--- src/rtl/weight_buffer_ctrl.sv ---
// Weight buffer sequencer: streams a fill burst into the buffer, then reads nb_taps
// consecutive words back and strobes the per-tap weight registers one cycle later.
module weight_buffer_ctrl #(
  parameter int nb_taps           = 5,
  parameter int buffer_depth      = 72,
  parameter int buffer_addr_width = $clog2(buffer_depth)
) (
  input  logic                         clk,
  input  logic                         rst_n,
  input  logic                         start,
  input  logic [buffer_addr_width:0]   cfg_fill_words,
  input  logic [buffer_addr_width-1:0] cfg_wr_base,
  input  logic [buffer_addr_width-1:0] cfg_rd_base,
  input  logic [3:0]                   cfg_n_ap,
  input  logic                         fill_valid,
  output logic                         fill_ready,
  input  logic                         load_hold,
  output logic                         buffer_wEn,
  output logic [buffer_addr_width-1:0] wAddr,
  output logic                         buffer_rEn,
  output logic [buffer_addr_width-1:0] rAddr,
  output logic [nb_taps-1:0]           weight_load_en,
  output logic [3:0]                   n_ap,
  output logic                         busy,
  output logic                         done
);

  localparam int tap_width = (nb_taps > 1) ? $clog2(nb_taps) : 1;
  localparam logic [buffer_addr_width:0]   depth_words = (buffer_addr_width+1)'(buffer_depth);
  localparam logic [buffer_addr_width:0]   one_cnt     = (buffer_addr_width+1)'(1);
  localparam logic [buffer_addr_width-1:0] last_addr   = buffer_addr_width'(buffer_depth - 1);
  localparam logic [buffer_addr_width-1:0] one_addr    = buffer_addr_width'(1);
  localparam logic [tap_width-1:0]         last_tap    = tap_width'(nb_taps - 1);
  localparam logic [tap_width-1:0]         one_tap     = tap_width'(1);

  typedef enum logic [1:0] {IDLE = 2'd0, FILL = 2'd1, LOAD = 2'd2, FLUSH = 2'd3} state_t;

  state_t                       state_r, state_s;
  logic [buffer_addr_width:0]   fill_cnt_r, wr_cnt_r, fill_clamp_s;
  logic [buffer_addr_width-1:0] wptr_r, rptr_r;
  logic [tap_width-1:0]         tap_r;
  logic [3:0]                   n_ap_r;
  logic [nb_taps-1:0]           wle_r;
  logic                         done_r;
  logic                         fill_ready_s, rd_issue_s, busy_s;
  logic                         fill_hs_s, last_wr_s, last_rd_s;

  function automatic logic [buffer_addr_width-1:0] wrap_inc(input logic [buffer_addr_width-1:0] ptr);
    if (ptr == last_addr) wrap_inc = {buffer_addr_width{1'b0}};
    else                  wrap_inc = ptr + one_addr;
  endfunction

  function automatic logic [nb_taps-1:0] tap_onehot(input logic [tap_width-1:0] idx);
    for (int k = 0; k < nb_taps; k++) begin
      if (idx == tap_width'(k)) tap_onehot[k] = 1'b1;
      else                      tap_onehot[k] = 1'b0;
    end
  endfunction

  assign fill_clamp_s = (cfg_fill_words > depth_words) ? depth_words : cfg_fill_words;
  assign fill_hs_s    = fill_ready_s & fill_valid;
  assign last_wr_s    = fill_hs_s & ((wr_cnt_r + one_cnt) == fill_cnt_r);
  assign last_rd_s    = rd_issue_s & (tap_r == last_tap);

  // State register
  always_ff @(posedge clk or negedge rst_n) begin
    if (!rst_n) state_r <= IDLE;
    else        state_r <= state_s;
  end

  // Next-state logic
  always_comb begin
    state_s = state_r;
    case (state_r)
      IDLE: begin
        if (start) state_s = (fill_clamp_s != {(buffer_addr_width+1){1'b0}}) ? FILL : LOAD;
        else       state_s = IDLE;
      end
      FILL: begin
        if (last_wr_s) state_s = LOAD;
        else           state_s = FILL;
      end
      LOAD: begin
        if (last_rd_s) state_s = FLUSH;
        else           state_s = LOAD;
      end
      FLUSH:   state_s = IDLE;
      default: state_s = IDLE;
    endcase
  end

  // State-decoded handshake and enable outputs
  always_comb begin
    fill_ready_s = 1'b0;
    rd_issue_s   = 1'b0;
    busy_s       = 1'b0;
    case (state_r)
      FILL: begin
        fill_ready_s = 1'b1;
        busy_s       = 1'b1;
      end
      LOAD: begin
        rd_issue_s = ~load_hold;
        busy_s     = 1'b1;
      end
      FLUSH:   busy_s = 1'b1;
      default: busy_s = 1'b0;
    endcase
  end

  // Command latch, pointers, counters and registered strobes
  always_ff @(posedge clk or negedge rst_n) begin
    if (!rst_n) begin
      fill_cnt_r <= {(buffer_addr_width+1){1'b0}};
      wr_cnt_r   <= {(buffer_addr_width+1){1'b0}};
      wptr_r     <= {buffer_addr_width{1'b0}};
      rptr_r     <= {buffer_addr_width{1'b0}};
      tap_r      <= {tap_width{1'b0}};
      n_ap_r     <= 4'd0;
      wle_r      <= {nb_taps{1'b0}};
      done_r     <= 1'b0;
    end else begin
      case (state_r)
        IDLE: begin
          if (start) begin
            fill_cnt_r <= fill_clamp_s;
            wr_cnt_r   <= {(buffer_addr_width+1){1'b0}};
            wptr_r     <= cfg_wr_base;
            rptr_r     <= cfg_rd_base;
            tap_r      <= {tap_width{1'b0}};
            n_ap_r     <= cfg_n_ap;
          end
        end
        FILL: begin
          if (fill_hs_s) begin
            wptr_r   <= wrap_inc(wptr_r);
            wr_cnt_r <= wr_cnt_r + one_cnt;
          end
        end
        LOAD: begin
          if (rd_issue_s) begin
            rptr_r <= wrap_inc(rptr_r);
            tap_r  <= tap_r + one_tap;
          end
        end
        default: tap_r <= tap_r;
      endcase
      // Strobe lands one cycle after its read to match the buffer read latency
      wle_r  <= rd_issue_s ? tap_onehot(tap_r) : {nb_taps{1'b0}};
      done_r <= last_rd_s;
    end
  end

  assign fill_ready     = fill_ready_s;
  assign buffer_wEn     = fill_hs_s;
  assign wAddr          = wptr_r;
  assign buffer_rEn     = rd_issue_s;
  assign rAddr          = rptr_r;
  assign weight_load_en = wle_r;
  assign n_ap           = n_ap_r;
  assign busy           = busy_s;
  assign done           = done_r;

endmodule

--- config.mk ---
export PLATFORM = sky130hd
export DESIGN_NAME = weight_buffer_ctrl
export DESIGN_NICKNAME = d
export VERILOG_FILES = /design/src/rtl/weight_buffer_ctrl.sv
export SDC_FILE = /design/constraint.sdc
export NUM_CORES = 1
export LEC_CHECK = 0
export BUFFER_PORTS_ARGS = -buffer_cell sky130_fd_sc_hd__buf_2
export CAP_MARGIN = 20
export CORE_ASPECT_RATIO = 1.5
export CORE_MARGIN = 3
export CORE_UTILIZATION = 46
export CTS_BUF_LIST = sky130_fd_sc_hd__clkbuf_2 sky130_fd_sc_hd__clkbuf_4 sky130_fd_sc_hd__clkbuf_8
export DETAILED_ROUTE_END_ITERATION = 10
export PLACE_DENSITY = 0.7
export SYNTH_ARGS = -nofsm -noshare
export SYNTH_HDL_FRONTEND = slang
export SYNTH_SLANG_ARGS = --single-unit
--- constraint.sdc ---
create_clock -name clk -period 3.7 [get_ports clk]
set_clock_uncertainty 0.1 [all_clocks]
set_input_delay 0.37 -clock clk [delete_from_list [all_inputs] [get_ports clk]]
set_output_delay 0.37 -clock clk [all_outputs]
set_load 0.03 [all_outputs]
==> out/qor.txt <==
Critical Path Sink Type: output port
R2R cell count: 6
Yosys reg bits: 44
cells after synthesis: 263
Yosys cell types: 54
Antenna Cells: 0
initial antenna violation count: 0
maximum clock rate: 464 MHz
num rows: 31
WP data arrival: 1680 ps
area grow syn2layout: 17.0%
max_slew headroom: 34.0%
Max Root-Sink Buffers: 2
initial core utilization: 49.0%
sequential area share after synthesis: 45.2%
RSZ-0062 raised after global routing: false
Final Setup Violations: 0
Hold Vio Cnt, Final: 0
Synth top area share: 45.2%
async set-reset flop share out of synthesis: 100%
Pleak: 1.35 nW
slowest stage cell on the critical path: dfrtp_1
Syn Nets: 302
DRT Pass-1 Iters: 5
Avg Cell Area, Syn: 9.26 µm²
via count: 2126
routability cong.: 0.786
DRT antenna net count: 0
combinational share of power: 44.7%
crit-path cells: nand2b_4 > inv_6 > nand2_2 > inv_1 > buf_2
I/O Pins: 59
WHS: 116 ps
GR Overflow Total: 0
synth top area cells: dfrtp_1, o21ai_0, nand2_1
hold_buf cts: 0
postcts setup bufs: 0
status: finished clean
port bufs: 58
WS Path Type: register to output port
largest net degree at the start of global routing: 45
DR DRC count: 0
1st-iter DRT viols: 95
Final Max Tran Viols: 0
HP Class: input pin to async pin
measured slew at the worst slew-check pin: 990 ps
critical path's top delay family: buffers and inverters
die width: 65.4 µm
VDD IR max: 380 µV
Die H: 95.1 µm
CTS tree: built
Main synth FF type: dfrtp_1
post-cts sizing count: 0
Num CTS Buffers: 5
Worst-Skew Late Latency: 300 ps
Vias per Instance: 5.52
slowest stage delay, CP: 450 ps
Final Cell Area: 2850 µm²
Post-Route WL: 5450 µm
CP max FO: 12
DR WL/cell: 14.2 µm
largest area contributor in the netlist: dfrtp_1
Post-synth EDFFs: 0
P_sw: 0.970 mW
Tcrit/Tclk final: 58.2%
Area after DPL: 2760 µm²
CP required: 3230 ps
clock share of power: 14.8%
setup_tns: 0 ps
clock sink count: 44
GR Util All Layers: 18.9%
Stages on worst setup path: 5
DIE AREA: 6220 µm²
nets: 357
max cap viols: 0
Startpoint Class: register
switch share: 46.2%
Synthesis Warnings: 0
internal power: 1.13 mW
number of global-route vias before repair: 2004
sequential share of power: 40.5%
Worst Path Buf+Inv: 3
root buffer cell: clkbuf_8
post-synthesis cell area: 2430 µm²
fraction of layout instances using a drive strength above 1: 25.1%
clock-pin slew on the worst setup and hold paths: 90 ps
DP HPWL: 4110 µm
final core occ: 57.4%
H-tree Lvls: 2
first-pass GRT wire length: 9200 µm
post-layout min period: 2150 ps
core area: 4960 µm²
P per Cell Area: 737 nW/µm²
cell usage after synthesis (3+ instances only):
cell type	count
a21oi_1	20
a22o_1	6
a31oi_1	3
and3_1	7
clkbuf_1	5
dfrtp_1	44
ha_1	8
inv_1	8
mux2i_1	4
nand2_1	31
nand3_1	7
nand4_1	3
nor2_1	25
nor3_1	4
o21ai_0	28
o31ai_1	3
xnor2_1	4
xor2_1	5
cell usage in the layout (no fill, tap or decap), drive strengths merged, types with 2 or more instances in the layout:
cell / instances
buf: 58
nand2: 32
or3: 2
a32oi: 2
xor2: 5
nand4: 3
dfrtp: 44
clkbuf: 6
clkinv: 2
mux2i: 4
inv: 9
and2: 3
nor4: 2
nor2b: 2
nor3: 5
nor2: 25
a21oi: 20
o31ai: 3
a22o: 6
o21ai: 28
and4: 2
nand3: 7
a31oi: 3
a31o: 2
a221oi: 2
xnor2: 4
nand2b: 4
nor3b: 3
ha: 8
and3: 8
worst paths after layout:
path | startpoint | slack (ps) | endpoint
setup / recovery | state_r[1] | 1550 | buffer_wEn
hold / removal | rst_n | 120 | wr_cnt_r[0]
setup reg to reg | state_r[1] | 1610 | state_r[0]
hold reg to reg | n_ap[0] | 380 | n_ap[0]
max in group asynchronous | rst_n | 2800 | wAddr[1]
min in group clk | cfg_n_ap[1] | 160 | n_ap[1]
worst register-to-register path: cells and delay by family, from the launching register on:
kind | cells | cell delay [ps]
and+or+nand+nor | 3 | 790
AOI/OAI and AO/OA | 2 | 540
DFF | 1 | 450
buffers and inverters | 1 | 100
flip-flops by register name, summed over array words and instances, names as in the netlist:
signal and flops:
fill_cnt_r 8, wAddr 7, state_r 2, wr_cnt_r 8, tap_r 3, n_ap 4, weight_load_en 4, rAddr 7
done 1
final cells by class:
cell class	count	area, µm²
clock buffer	6	76.3
clock inverter	2	16.3
fill	478	2120
inverter	10	47.5
multi-input combinational	199	1230
sequential	44	1100
tap	66	82.6
timing repair buffer	58	290
per-stage QoR:
step | total power [mW] | setup slack (ps) | std cells
detailed placement | 1.81 | 1640 | 377
CTS | 2.12 | 1550 | 385
floorplan | 1.55 | 1800 | 263
global route | 2.28 | 1320 | 385
global placement | 1.79 | 1650 | 377
finish | 2.10 | 1550 | 385
per-layer routing:
| metal | routed length, µm | vias to the layer above | global-route usage, % |
|---|---|---|---|
| li1 | - | 1044 | - |
| met1 | 2160 | 1015 | 21.6 |
| met2 | 2910 | 58 | 33.6 |
| met3 | 276 | 9 | 4.13 |
| met4 | 114 | 0 | 7.79 |
| met5 | 0 | - | 0 |
cells by family after synthesis:
group                    synth area share, %
buffers and inverters                   4.06
AO/OA/AOI/OAI                           20.0
XOR/XNOR                                3.24
AND/OR/NAND/NOR                         21.7
adder cells (fa/ha/maj)                 4.11
flip-flops                              45.2
multiplexers                            1.64
power by group through the flow:
stage	logic (mW)	registers, mW	clock network [mW]
2_1_floorplan	0.562	0.984	0
3_3_place_gp	0.938	0.852	0
3_5_place_dp	0.951	0.855	0
4_1_cts	0.953	0.849	0.320
5_1_grt	1.06	0.881	0.342
6_report	0.939	0.850	0.311
(Power assumes the default switching activity.)
